<file path="config.mk">
export PLATFORM = sky130hd
export DESIGN_NAME = conv_engine
export DESIGN_NICKNAME = d
export VERILOG_FILES = /design/src/rtl/conv_pkg.sv /design/src/rtl/conv_mac.sv /design/src/rtl/conv_engine.sv
export SDC_FILE = /design/constraint.sdc
export NUM_CORES = 2
export LEC_CHECK = 0
export ABC_CLOCK_PERIOD_IN_PS = 4550
export BUFFER_PORTS_ARGS = -buffer_cell sky130_fd_sc_hd__buf_2
export CORE_MARGIN = 2
export CORE_UTILIZATION = 29
export CTS_BUF_LIST = sky130_fd_sc_hd__clkbuf_16
export CTS_CLUSTER_SIZE = 24
export DETAILED_ROUTE_END_ITERATION = 10
export GPL_ROUTABILITY_DRIVEN = 0
export HOLD_SLACK_MARGIN = 0.12
export PLACE_DENSITY = 0.44
export SLEW_MARGIN = 30
export SYNTH_ARGS = -nofsm -noshare
export SYNTH_HDL_FRONTEND = slang
export SYNTH_SLANG_ARGS = --single-unit
</file>
<file path="constraint.sdc">
create_clock -name clk -period 4.55 [get_ports clk]
set_input_delay 0.455 -clock clk [delete_from_list [all_inputs] [get_ports clk]]
set_output_delay 0.455 -clock clk [all_outputs]
set_load 0.03 [all_outputs]
</file>
<file path="src/rtl/conv_pkg.sv">
// Shared FSM state encoding and width helpers for the convolution engine.
package conv_pkg;

  typedef enum logic [2:0] {IDLE, MAC, FLUSH, OUT, DONE} state_t;

  function automatic int unsigned k_bits(input int unsigned maxk);
    return $clog2(maxk + 1);
  endfunction

  function automatic int unsigned x_addr_bits(input int unsigned rows, input int unsigned cols);
    return $clog2(rows * cols);
  endfunction

  function automatic int unsigned w_addr_bits(input int unsigned maxk);
    return $clog2(maxk * maxk);
  endfunction

endpackage

</file>
<file path="src/rtl/conv_mac.sv">
// Registered signed multiply-accumulate: load a sign-extended bias, or add a full-width product.
module conv_mac #(
  parameter int INW  = 24,
  parameter int OUTW = 56
) (
  input  logic                   clk,
  input  logic                   rst,
  input  logic                   i_load,
  input  logic signed [INW-1:0]  i_bias,
  input  logic                   i_en,
  input  logic signed [INW-1:0]  i_a,
  input  logic signed [INW-1:0]  i_b,
  output logic signed [OUTW-1:0] o_acc
);

  logic signed [2*INW-1:0] w_prod;
  logic signed [OUTW-1:0]  r_acc;

  assign w_prod = i_a * i_b;
  assign o_acc  = r_acc;

  always_ff @(posedge clk or posedge rst) begin
    if (rst) begin
      r_acc <= '0;
    end else if (i_load) begin
      r_acc <= {{(OUTW-INW){i_bias[INW-1]}}, i_bias};
    end else if (i_en) begin
      r_acc <= r_acc + {{(OUTW-2*INW){w_prod[2*INW-1]}}, w_prod};
    end
  end

endmodule

</file>
<file path="src/rtl/conv_engine.sv">
// 2-D valid convolution of an R x C matrix with a KxK kernel plus bias, streamed out over AXI-Stream.
module conv_engine
  import conv_pkg::*;
#(
  parameter int INW  = 24,
  parameter int OUTW = 56,
  parameter int R    = 9,
  parameter int C    = 8,
  parameter int MAXK = 4,
  localparam int K_BITS      = k_bits(MAXK),
  localparam int X_ADDR_BITS = x_addr_bits(R, C),
  localparam int W_ADDR_BITS = w_addr_bits(MAXK)
) (
  input  logic                   clk,
  input  logic                   reset,
  input  logic                   inputs_loaded,
  input  logic [K_BITS-1:0]      K,
  input  logic signed [INW-1:0]  B,
  output logic [X_ADDR_BITS-1:0] X_read_addr,
  input  logic signed [INW-1:0]  X_data,
  output logic [W_ADDR_BITS-1:0] W_read_addr,
  input  logic signed [INW-1:0]  W_data,
  output logic                   compute_finished,
  output logic signed [OUTW-1:0] OUT_AXIS_TDATA,
  output logic                   OUT_AXIS_TVALID,
  output logic                   OUT_AXIS_TLAST,
  input  logic                   OUT_AXIS_TREADY
);

  localparam int MINRC = (R < C) ? R : C;

  state_t                 r_state, w_state_nxt;
  logic [X_ADDR_BITS-1:0] r_r, r_c, w_r_nxt, w_c_nxt, w_r_last, w_c_last;
  logic [K_BITS-1:0]      r_i, r_j, w_i_nxt, w_j_nxt, w_km1;
  logic [X_ADDR_BITS-1:0] r_xaddr, w_xaddr_nxt;
  logic [W_ADDR_BITS-1:0] r_waddr, w_waddr_nxt;
  logic                   r_pend, r_armed;
  logic                   w_load, w_start, w_kbad, w_last;

  assign w_km1    = K - K_BITS'(1);
  assign w_r_last = X_ADDR_BITS'(R) - X_ADDR_BITS'(K);
  assign w_c_last = X_ADDR_BITS'(C) - X_ADDR_BITS'(K);
  assign w_kbad   = (K == '0) || (32'(K) > 32'(MINRC));
  assign w_start  = inputs_loaded && r_armed;
  assign w_last   = (r_r == w_r_last) && (r_c == w_c_last);

  always_comb begin
    w_state_nxt = r_state;
    w_r_nxt     = r_r;
    w_c_nxt     = r_c;
    w_i_nxt     = r_i;
    w_j_nxt     = r_j;
    w_load      = 1'b0;
    case (r_state)
      IDLE: begin
        if (w_start) begin
          w_r_nxt     = '0;
          w_c_nxt     = '0;
          w_i_nxt     = '0;
          w_j_nxt     = '0;
          w_load      = 1'b1;
          w_state_nxt = w_kbad ? DONE : MAC;
        end
      end
      MAC: begin
        if (r_j == w_km1) begin
          w_j_nxt = '0;
          if (r_i == w_km1) begin
            w_i_nxt     = '0;
            w_state_nxt = FLUSH;
          end else begin
            w_i_nxt = r_i + K_BITS'(1);
          end
        end else begin
          w_j_nxt = r_j + K_BITS'(1);
        end
      end
      FLUSH: w_state_nxt = OUT;
      OUT: begin
        if (OUT_AXIS_TREADY) begin
          if (w_last) begin
            w_state_nxt = DONE;
          end else begin
            w_load      = 1'b1;
            w_state_nxt = MAC;
            if (r_c == w_c_last) begin
              w_c_nxt = '0;
              w_r_nxt = r_r + X_ADDR_BITS'(1);
            end else begin
              w_c_nxt = r_c + X_ADDR_BITS'(1);
            end
          end
        end
      end
      DONE:    w_state_nxt = IDLE;
      default: w_state_nxt = IDLE;
    endcase
  end

  // Addresses are registered from next-state counters so each MAC cycle presents its own pair.
  assign w_xaddr_nxt = X_ADDR_BITS'((32'(w_r_nxt) + 32'(w_i_nxt)) * 32'(C) + 32'(w_c_nxt) + 32'(w_j_nxt));
  assign w_waddr_nxt = W_ADDR_BITS'(32'(w_i_nxt) * 32'(K) + 32'(w_j_nxt));

  always_ff @(posedge clk or posedge reset) begin
    if (reset) begin
      r_state <= IDLE;
      r_r     <= '0;
      r_c     <= '0;
      r_i     <= '0;
      r_j     <= '0;
      r_xaddr <= '0;
      r_waddr <= '0;
      r_pend  <= 1'b0;
      r_armed <= 1'b1;
    end else begin
      r_state <= w_state_nxt;
      r_r     <= w_r_nxt;
      r_c     <= w_c_nxt;
      r_i     <= w_i_nxt;
      r_j     <= w_j_nxt;
      r_pend  <= (r_state == MAC);
      // A finished matrix disarms the start until inputs_loaded is seen low.
      if (!inputs_loaded) begin
        r_armed <= 1'b1;
      end else if (r_state == DONE) begin
        r_armed <= 1'b0;
      end
      if (w_state_nxt == MAC) begin
        r_xaddr <= w_xaddr_nxt;
        r_waddr <= w_waddr_nxt;
      end
    end
  end

  conv_mac #(
    .INW  (INW),
    .OUTW (OUTW)
  ) u_mac (
    .clk    (clk),
    .rst    (reset),
    .i_load (w_load),
    .i_bias (B),
    .i_en   (r_pend),
    .i_a    (X_data),
    .i_b    (W_data),
    .o_acc  (OUT_AXIS_TDATA)
  );

  assign X_read_addr      = r_xaddr;
  assign W_read_addr      = r_waddr;
  assign OUT_AXIS_TVALID  = (r_state == OUT);
  assign OUT_AXIS_TLAST   = (r_state == OUT) && w_last;
  assign compute_finished = (r_state == DONE);

endmodule

</file>
==> results by group <==
Status
  • Status: finished, violations left
  • Violated checks: negative setup slack

GRT
  • GRT Util Overall: approximately 17%
  • Grt ovf: 0
  • Largest net degree at the start of global routing: between 60 and 70
  • Initial antenna violation count: 2
  • Vias in the first global route: 24.88k
  • First-pass GRT wire length: roughly 140 mm

Layout
  • FILL cells: 10.10k
  • Most common cell after layout, fill and taps aside: inv_1
  • Non-filler instance count after layout: 5,051
  • Most frequent cells in the layout: inv_1 (603), fa_1 (586), buf_4 (513), nand2_1 (393), and2_1 (251)
  • Layout overhead on the synthesized area: 29.09%
  • Ratio of cells with drive above 1 in the final layout: 26.52%
  • Nets@finish: 4,662

CTS
  • Num CTS Buffers: 9
  • CTS tree: done
  • Skew-Pair Late Insertion Delay: 0.38 ns
  • Clk slew on worst S/H paths: 0.08 ns
  • H-tree levels: 3
  • Clock Path Buffers: 2
  • CTS sink cnt: just over 90
  • Hold Buf Count CTS: 0
  • Clock root buffer: clkbuf_16

Routing
  • Antenna-violating nets left: 0
  • Post-Route WL: 84.21 mm
  • Via density: around 4.5
  • Iter 0 DRT Violations: 739
  • Pre-Repair DR Iteration Count: 6
  • Vias: 22.55k
  • WL per Instance: 16.67 um
  • DR DRC count: 0

Setup path
  • CP Capture Type: flop
  • Worst path max stage delay: 0.57 ns
  • Top Family by Delay on Critical Path: adder cells
  • Worst setup SP type: input pin
  • Crit path kind: input pin to flop
  • Crit-path most repeated cell: fa_1
  • Arr. time, crit path: 9.26 ns
  • Buf/Inv on CP: 9
  • Crit Path Max Fanout: 5
  • CP max stage cell: fa_1
  • Worst Path Required: 4.86 ns

Synth
  • Mapped Cells: 3,172
  • Ys async rst share: 100.0%
  • Seq/Total Area, Yosys: 8.044%
  • Post-synth EDFFs: 0
  • Syn Std Cell Area: ~29,000 sq um
  • Post-synth top area cell: fa_1
  • Main synth FF type: dfrtp_1
  • FF+latch count, synth: 92
  • Area share of the largest cell type after synthesis: ~43%
  • Average size of a mapped cell: between 9 and 10 sq um
  • Syn_nets: 4,076
  • Yosys warnings: 0
  • Top cells by area, synth: fa_1 (43%), ha_1 (9.3%), inv_1 (8.2%)
  • Library cells used by synthesis: between 70 and 80

Placement
  • Placed cell count: 4,986
  • I/O Buffers: 148
  • Pre-CTS WS: -5.058 ns
  • DP HPWL: 73.63 mm

Floorplan
  • Num ports: approximately 150
  • DIE HEIGHT: between 300 and 400 um
  • Starting Density: 29.18%
  • Core ar.: 98,130 sq um
  • Die area: around 100,000 sq um
  • Chip Width: 318.2 um
  • Rows: 115

Min path
  • HP Class: input pin to async pin

Timing
  • Fin. Hold Viols: 0
  • RSZ-0062 raised after global routing: true
  • Worst Tran Pin Value: 0.9145 ns
  • Final WS setup: -4.400 ns
  • WHS: 0.1794 ns
  • Fmax: 111.7 MHz
  • Fin. max-slew vios: 0
  • Setup TNS: -159.18 ns
  • Max_slew headroom: 39.04%
  • Tcrit/Tclk final: 196.7%
  • Count of final setup violators: 49
  • Final min period: 8.950 ns
  • Final Skew: 0.02067 ns

Run
  • # Max-Cap Violations: 0
-- metrics by stage --
step / cell area [sq um] / util [%]
final: 36970 / 37.67
after detailed placement: 34920 / 35.58
after CTS: 36450 / 37.15
after floorplan: 29320 / -
after global routing: 36970 / 37.67
after global placement: 34920 / 35.58
-- worst register-to-register path: cells and delay by family (launching register included) --
kind,cells,cell delay (ns)
compound gates,8,0.99
xor+xnor,4,0.63
simple gates,3,0.69
fa+ha+maj,2,0.70
flops,1,0.43
buf+inv,3,0.31
-- final cells by class --
cell class | count | area (sq um) | share of cell area (%)
repair buffers | 702 | 5548 | 15.01
multi-input cells | 2327 | 24850 | 67.21
well taps | 1287 | 1610 | 4.356
inverters | 626 | 2356 | 6.373
clock inverters | 7 | 75.07 | 0.2031
diodes | 1 | 2.502 | 0.006769
clock buffers | 9 | 225.2 | 0.6092
flip-flops and latches | 92 | 2305 | 6.235
-- cells by family after synthesis --
logic type,Yosys count,synth area share [%]
AND/OR/NAND/NOR,908,15.53
XOR/XNOR,128,3.915
multiplexers,34,1.228
buffers and inverters,753,9.875
adder cells (fa/ha/maj),825,52.12
AO/OA/AOI/OAI,432,9.289
flip-flops,92,8.044
-- sequential cells by signal, summed over array words and instances, names as in the netlist --
name and cells:
u_mac.o_acc 56, r_r 7, r_pend 1, r_state 3, r_j 3, X_read_addr 7
W_read_addr 4, r_armed 1, r_c 7, r_i 3
-- repair_timing --
item / CTS / global route
buffers inserted: 35 / 12
pin swaps: 115 / 74
gates resized for setup: 225 / 85
cloned: 2 / 1
endpoints found under the setup margin: 50 / 50
-- cell usage after synthesis (10+ instances only) --
master,number
dfrtp_1,91
nand2b_1,19
a21o_1,60
mux2i_1,25
nand2_1,408
nor3_1,16
xor2_1,40
o21ai_0,97
and2_1,282
nand4_1,12
a31oi_1,13
ha_1,212
clkbuf_1,123
a21oi_1,154
nor2_1,88
o21bai_1,11
fa_1,613
inv_1,624
o21a_1,22
nor2b_1,17
and3_1,10
nand3_1,23
xnor2_1,88
-- routing by layer --
metal  vias up  track usage [%]  wire length (um)
li1      10898                -                 -
met4         0            2.486               960
met3        40            1.056              1660
met5         -                0                 0
met1     11383            25.45             41870
met2       226            28.70             39720
-- final timing paths --
path,slack [ns],from,cells after the start,to
max,-4.40,W_data[13],41,u_mac.o_acc[53]$_DFFE_PP0P_
min,0.18,reset,2,u_mac.o_acc[52]$_DFFE_PP0P_
max reg2reg,0.69,r_r[3]$_DFF_PP0_,20,X_read_addr[6]$_DFFE_PP0N_
min reg2reg,0.50,r_armed$_DFFE_PP1P_,2,r_armed$_DFFE_PP1P_
max in group asynchronous,3.43,reset,3,r_armed$_DFFE_PP1P_
min in group clk,0.28,inputs_loaded,2,r_armed$_DFFE_PP1P_
Power is not shown: default switching activity piles up to over one toggle a cycle in this logic, so the estimate is an artifact.
